File: config.mk
export PLATFORM = sky130hd
export DESIGN_NAME = relu_maxpool_flat
export DESIGN_NICKNAME = d
export VERILOG_FILES = /design/src/rtl/relu_maxpool_if.sv /design/src/rtl/relu_maxpool.sv /design/src/flat_wrapper.sv
export SDC_FILE = /design/constraint.sdc
export NUM_CORES = 1
export LEC_CHECK = 0
export CORE_UTILIZATION = 60
export DETAILED_ROUTE_END_ITERATION = 16
export GPL_TIMING_DRIVEN = 0
export PLACE_DENSITY = 0.79
export SYNTH_ARGS = -nofsm -noshare
export SYNTH_HDL_FRONTEND = slang
export SYNTH_SLANG_ARGS = --single-unit
File: constraint.sdc
create_clock -name clk -period 6 [get_ports clk]
set_clock_uncertainty 0.2 [all_clocks]
set_input_delay 1.2 -clock clk [delete_from_list [all_inputs] [get_ports clk]]
set_output_delay 1.2 -clock clk [all_outputs]
set_load 0.05 [all_outputs]
File: src/rtl/relu_maxpool_if.sv
// Stream bundle between the convolution core and relu_maxpool: input pixel
// strobe/data and pooled output strobe/data/frame marker.
interface relu_maxpool_if #(
    parameter int unsigned O_F_BW = 23,
    parameter int unsigned CO     = 3
);
    logic                   i_valid;
    logic [CO*O_F_BW-1:0]   i_fmap;
    logic                   o_valid;
    logic [CO*O_F_BW-1:0]   o_fmap;
    logic                   o_frame_done;

    modport slave  (input  i_valid, i_fmap, output o_valid, o_fmap, o_frame_done);
    modport master (output i_valid, i_fmap, input  o_valid, o_fmap, o_frame_done);
endinterface

File: src/rtl/relu_maxpool.sv
// ReLU + 2x2/stride-2 max pooling over a raster feature-map stream, one line buffer per channel.
// Define RELU_MAXPOOL_RELU_EN to clamp negatives to 0; otherwise pooling is a pure signed max.
module relu_maxpool #(
    parameter int unsigned O_F_BW = 23,
    parameter int unsigned CO     = 3,
    parameter int unsigned IW     = 24,
    parameter int unsigned IH     = 24
) (
    input  logic          clk,
    input  logic          reset,
    relu_maxpool_if.slave bus
);
    localparam int unsigned CW  = (IW > 2) ? $clog2(IW) : 2;
    localparam int unsigned RW  = (IH > 2) ? $clog2(IH) : 2;
    localparam int unsigned LBW = (IW / 2 > 0) ? IW / 2 : 1;
    localparam int unsigned W   = CO * O_F_BW;

    // Phase is {row parity, col parity}; no separate state register.
    typedef enum logic [1:0] {
        HOLD_E   = 2'b00,
        WRITE_LB = 2'b01,
        HOLD_O   = 2'b10,
        EMIT     = 2'b11
    } phase_e;

    logic [CW-1:0]             col_q, col_d;
    logic [RW-1:0]             row_q, row_d;
    logic signed [O_F_BW-1:0]  hold_q [CO];
    logic signed [O_F_BW-1:0]  hold_d [CO];
    logic signed [O_F_BW-1:0]  lbuf_q [LBW][CO];
    logic signed [O_F_BW-1:0]  v      [CO];
    logic signed [O_F_BW-1:0]  hmax   [CO];
    logic signed [O_F_BW-1:0]  pmax   [CO];
    logic                      o_valid_q, o_valid_d;
    logic                      done_q, done_d;
    logic [W-1:0]              o_fmap_q, o_fmap_d;
    logic [CW-2:0]             lb_idx;
    logic                      last_col, last_row;
    phase_e                    phase;

    function automatic logic signed [O_F_BW-1:0] act(input logic signed [O_F_BW-1:0] x);
`ifdef RELU_MAXPOOL_RELU_EN
        return x[O_F_BW-1] ? '0 : x;
`else
        return x;
`endif
    endfunction

    assign phase    = phase_e'({row_q[0], col_q[0]});
    assign lb_idx   = col_q[CW-1:1];
    assign last_col = (col_q == CW'(IW - 1));
    assign last_row = (row_q == RW'(IH - 1));

    always_comb begin
        for (int unsigned c = 0; c < CO; c++) begin
            v[c]    = act(bus.i_fmap[c*O_F_BW +: O_F_BW]);
            hmax[c] = (hold_q[c] > v[c]) ? hold_q[c] : v[c];
            pmax[c] = (lbuf_q[lb_idx][c] > hmax[c]) ? lbuf_q[lb_idx][c] : hmax[c];
        end
    end

    always_comb begin
        col_d     = col_q;
        row_d     = row_q;
        hold_d    = hold_q;
        o_valid_d = 1'b0;
        o_fmap_d  = o_fmap_q;
        done_d    = 1'b0;
        if (bus.i_valid) begin
            if (last_col) begin
                col_d = '0;
                row_d = last_row ? '0 : row_q + RW'(1);
            end else begin
                col_d = col_q + CW'(1);
            end
            done_d = last_col && last_row;
            case (phase)
                HOLD_E, HOLD_O: begin
                    for (int unsigned c = 0; c < CO; c++) hold_d[c] = v[c];
                end
                EMIT: begin
                    o_valid_d = 1'b1;
                    for (int unsigned c = 0; c < CO; c++) o_fmap_d[c*O_F_BW +: O_F_BW] = pmax[c];
                end
                WRITE_LB: ;
                default: ;
            endcase
        end
    end

    always_ff @(posedge clk) begin
        if (reset) begin
            col_q     <= '0;
            row_q     <= '0;
            o_valid_q <= 1'b0;
            o_fmap_q  <= '0;
            done_q    <= 1'b0;
            for (int unsigned c = 0; c < CO; c++) hold_q[c] <= '0;
        end else begin
            col_q     <= col_d;
            row_q     <= row_d;
            o_valid_q <= o_valid_d;
            o_fmap_q  <= o_fmap_d;
            done_q    <= done_d;
            hold_q    <= hold_d;
        end
    end

    // Contents are don't-care after reset: every entry is written on an even row before the odd row reads it.
    always_ff @(posedge clk) begin
        if (bus.i_valid && phase == WRITE_LB) begin
            for (int unsigned c = 0; c < CO; c++) lbuf_q[lb_idx][c] <= hmax[c];
        end
    end

    assign bus.o_valid      = o_valid_q;
    assign bus.o_fmap       = o_fmap_q;
    assign bus.o_frame_done = done_q;
endmodule

File: src/flat_wrapper.sv
// flat-port wrapper written by rule: the top's interface ports become plain ports
module relu_maxpool_flat 
#(
    parameter int unsigned O_F_BW = 23,
    parameter int unsigned CO     = 3,
    parameter int unsigned IW     = 24,
    parameter int unsigned IH     = 24
)
  (clk, reset, bus_i_valid, bus_i_fmap, bus_o_valid, bus_o_fmap, bus_o_frame_done);
  relu_maxpool_if #(.O_F_BW(O_F_BW), .CO(CO)) bus_i ();
  input  logic clk;
  input  logic reset;
  input wire logic [$bits(bus_i.i_valid)-1:0] bus_i_valid;
  input wire logic [$bits(bus_i.i_fmap)-1:0] bus_i_fmap;
  output wire logic [$bits(bus_i.o_valid)-1:0] bus_o_valid;
  output wire logic [$bits(bus_i.o_fmap)-1:0] bus_o_fmap;
  output wire logic [$bits(bus_i.o_frame_done)-1:0] bus_o_frame_done;
  assign bus_i.i_valid = bus_i_valid;
  assign bus_i.i_fmap = bus_i_fmap;
  assign bus_o_valid = bus_i.o_valid;
  assign bus_o_fmap = bus_i.o_fmap;
  assign bus_o_frame_done = bus_i.o_frame_done;
  relu_maxpool #(.O_F_BW(O_F_BW), .CO(CO), .IW(IW), .IH(IH)) u_core (.clk(clk), .reset(reset), .bus(bus_i));
endmodule
==> metrics.txt <==
Util after Layout 0.709; Bufs and invs on worst path 7; Crit path max-delay family compound AO/OA/AOI/OAI gates; status finished, final reports clean; Core Area 72,100 um^2; P&R area growth vs syn 16.2%; # H-tree levels 3; number of synthesized register bits 982; ys async rst share 0; Post-Synthesis Cells 2,918; Initial Util 0.611; Max clock buf depth 3; power per cell area 305 nW/um^2; number of buffers created by CTS 95; Final Wtd Congestion 0.909; crit-path max cell delay 610 ps; Vert. Die Dim 273 um; largest net degree at the start of global routing 26; met2 Track Usage GR 0.541; PnR worst setup slack 107 ps; maxcap violations 0; CP Max Fanout 10; Mapped Area 44,000 um^2; clock sink count 982; post-synth top area share 0.565; Pins Over Slew Limit 0; hold_sp u_core.hold_q[34]; met3 GRT Util 0.0561; area of the die 74,500 um^2; final worst path period need 5890 ps; hold_buf cts 0; most common cell after layout, fill and taps aside edfxtp_1; fillers 4,471; total gr overflow 0; GRT Total Usage 0.329; IO Count 143; drt initial violations 3,589; VDD IR max 240 uV; most frequent cells in the layout edfxtp_1 (828), nand2_1 (285), mux4_2 (207); DRC Markers 0; Worst EP arrival 6230 ps; Reg-to-Reg End u_core.bus.o_fmap[66]; Fmax achieved 170 MHz; Synth Warn # 0; area leader, netlist edfxtp_1; R2R cell count 15; Fin. Hold Viols 0; crit share post-route 0.982; HPWL after DPL 80.5 mm; syn_area_per_cell 15.1 um^2; R2R Setup Slk 500 ps; nets 3,432; # diodes 0; crit end category flip-flop; Cell variety after synth 77; routed wire length 122 mm; ys flop type edfxtp_1; Worst-Margin Slew 1220 ps; Placed Area 47,500 um^2; crit-path most repeated cell buf_4; vias in the first global route 29,100; Mapped Nets 3,130; global-route wire length before repair 180 mm; total number of vias 28,900; crit path max-delay cell type clkdlybuf4s50_1; setup_tns 0 ps; CTS clk-pin slew, worst paths 70 ps; Seq/Total Area, Yosys 0.635; wire per inst 28.8 um; layout cells sized above 1 0.191; clock root buffer clkbuf_16; critical path type input pin to flip-flop; Hold WC Path Type flip-flop to flip-flop; Port Buffers 140; hold depth 2; cell count after placement 4,046; TritonCTS clock tree built; dominant cells by area after synthesis edfxtp_1 (56%), mux4_2 (11%), dfxtp_1 (7.0%); met1 Use GR 0.431; Critical Path Start Type input pin; Die Wd 273 um; grt peak-use layer met2; Avg Vias per Cell 6.80; Lkg Pwr 17.2 nW; # setup viols final 0; post-route cell area 51,100 um^2; hold endpoint u_core.hold_q[34]; CP required 6340 ps; antenna viol nets, final 0; DR pass1 iterations 12; Post-synth EDFFs 828; row count 98; Layout Cells excl Fill 4,251; worst path cell trace clkdlybuf4s50_1 -> inv_1 -> ha_1 -> nand4_1 -> nor4_4 -> buf_4 -> o31a_4 -> buf_6 -> nor4b_1 -> a41o_1 -> a2111oi_4 -> buf_4 -> ha_1 -> a211oi_1 -> nor2_1 -> o311ai_2 -> o2111ai_2 -> mux2i_4 -> buf_4 -> clkbuf_8 -> a32oi_1 -> o21ai_1; initial antenna violation count 1; Placement Setup Slack -1580 ps; clk_lat worst skew 670 ps; slew margin rel. 0.188
## cell families after synthesis
logic type	count (synthesis)	synth area share
flip-flops	982	0.635
AND/OR/NAND/NOR	633	0.0725
multiplexers	304	0.128
buffers and inverters	325	0.0356
AO/OA/AOI/OAI	528	0.0881
XOR/XNOR	6	0.00119
adder cells (fa/ha/maj)	140	0.0398
## power by group
part	leakage, nW	internal (mW)	switching [mW]	total, mW
registers	8.80	7.64	0.0453	7.68
clock network	1.53	3.48	2.57	6.05
logic	6.83	0.680	1.18	1.86
total	17.2	11.8	3.79	15.6
## state kept, by name, indices dropped and copies added, names as in the netlist, named ones only
register and cells:
u_core.col_q 5, u_core.bus.o_valid 1, u_core.bus.o_frame_done 1, u_core.row_q 5, u_core.bus.o_fmap 69, u_core.hold_q 69
u_core.lbuf_q 828
## metrics by stage
step	hold slack, ps	total power, mW
4_1_cts	283	15.5
2_1_floorplan	249	8.96
6_report	280	15.6
3_3_place_gp	260	9.44
3_5_place_dp	267	9.54
5_1_grt	304	16.0
## cell type report
cell class / instances / area, um^2 / area share
Buffer: 184 / 1090 / 0.0213
Timing Repair Buffer: 206 / 2450 / 0.0479
Sequential cell: 982 / 27900 / 0.546
Tap cell: 950 / 1190 / 0.0232
Inverter: 140 / 526 / 0.0103
Multi-Input combinational cell: 1611 / 14800 / 0.290
Clock buffer: 134 / 2690 / 0.0526
Clock inverter: 44 / 439 / 0.00859
## tightest hold or removal path: stages, from the launching register on
cell and delay (ps):
dfxtp_1 320, nand2_1 60, a21oi_1 60
## synth_stat cells (all sizes together), types with 2 or more instances
cell       n
a221oi     3
a41o      23
nor4       4
xnor2      2
ha       140
a22oi      3
nand2    285
mux2i     97
and4       9
clkbuf   118
nor2      88
xor2       4
nand3     69
edfxtp   828
nand2b     9
o211ai    48
o22ai     23
or4b      22
inv      139
o31a       3
o31ai      4
a21o       4
a31oi      2
mux4     207
nand3b     7
nor3b      5
o21ai    134
buf       66
or3b       2
a32oi     44
and2       2
o21bai     2
or2        2
nand4     47
nor3      34
nor4b     22
a2111oi   23
or2b      18
a211oi    29
a21boi     2
nor2b      5
a21oi    173
dfxtp    154
## worst max-delay path by stage
stage | from | endpoint | depth (start not counted)
2_1_floorplan | bus_i_valid | u_core.lbuf_q[10][0] | 4
3_3_place_gp | bus_i_valid | u_core.lbuf_q[0][30] | 4
3_5_place_dp | bus_i_fmap[22] | u_core.bus.o_fmap[15] | 19
4_1_cts | bus_i_fmap[22] | u_core.bus.o_fmap[5] | 20
5_1_grt | bus_i_fmap[48] | u_core.bus.o_fmap[66] | 21
6_report | bus_i_fmap[59] | u_core.bus.o_fmap[66] | 22
## what timing repair did
action                                  CTS  global route
buffers inserted                         22             6
pin swaps                                13            13
gates cloned                              0             0
resized for setup                        33            60
endpoints found under the setup margin   67            68
## metal layers
layer	vias up	share of wire
li1	12100	-
met1	14400	0.36
met2	2075	0.49
met3	363	0.10
met4	2	0.047
met5	-	0.00011
No activity file was read; power rests on OpenSTA's default activity.
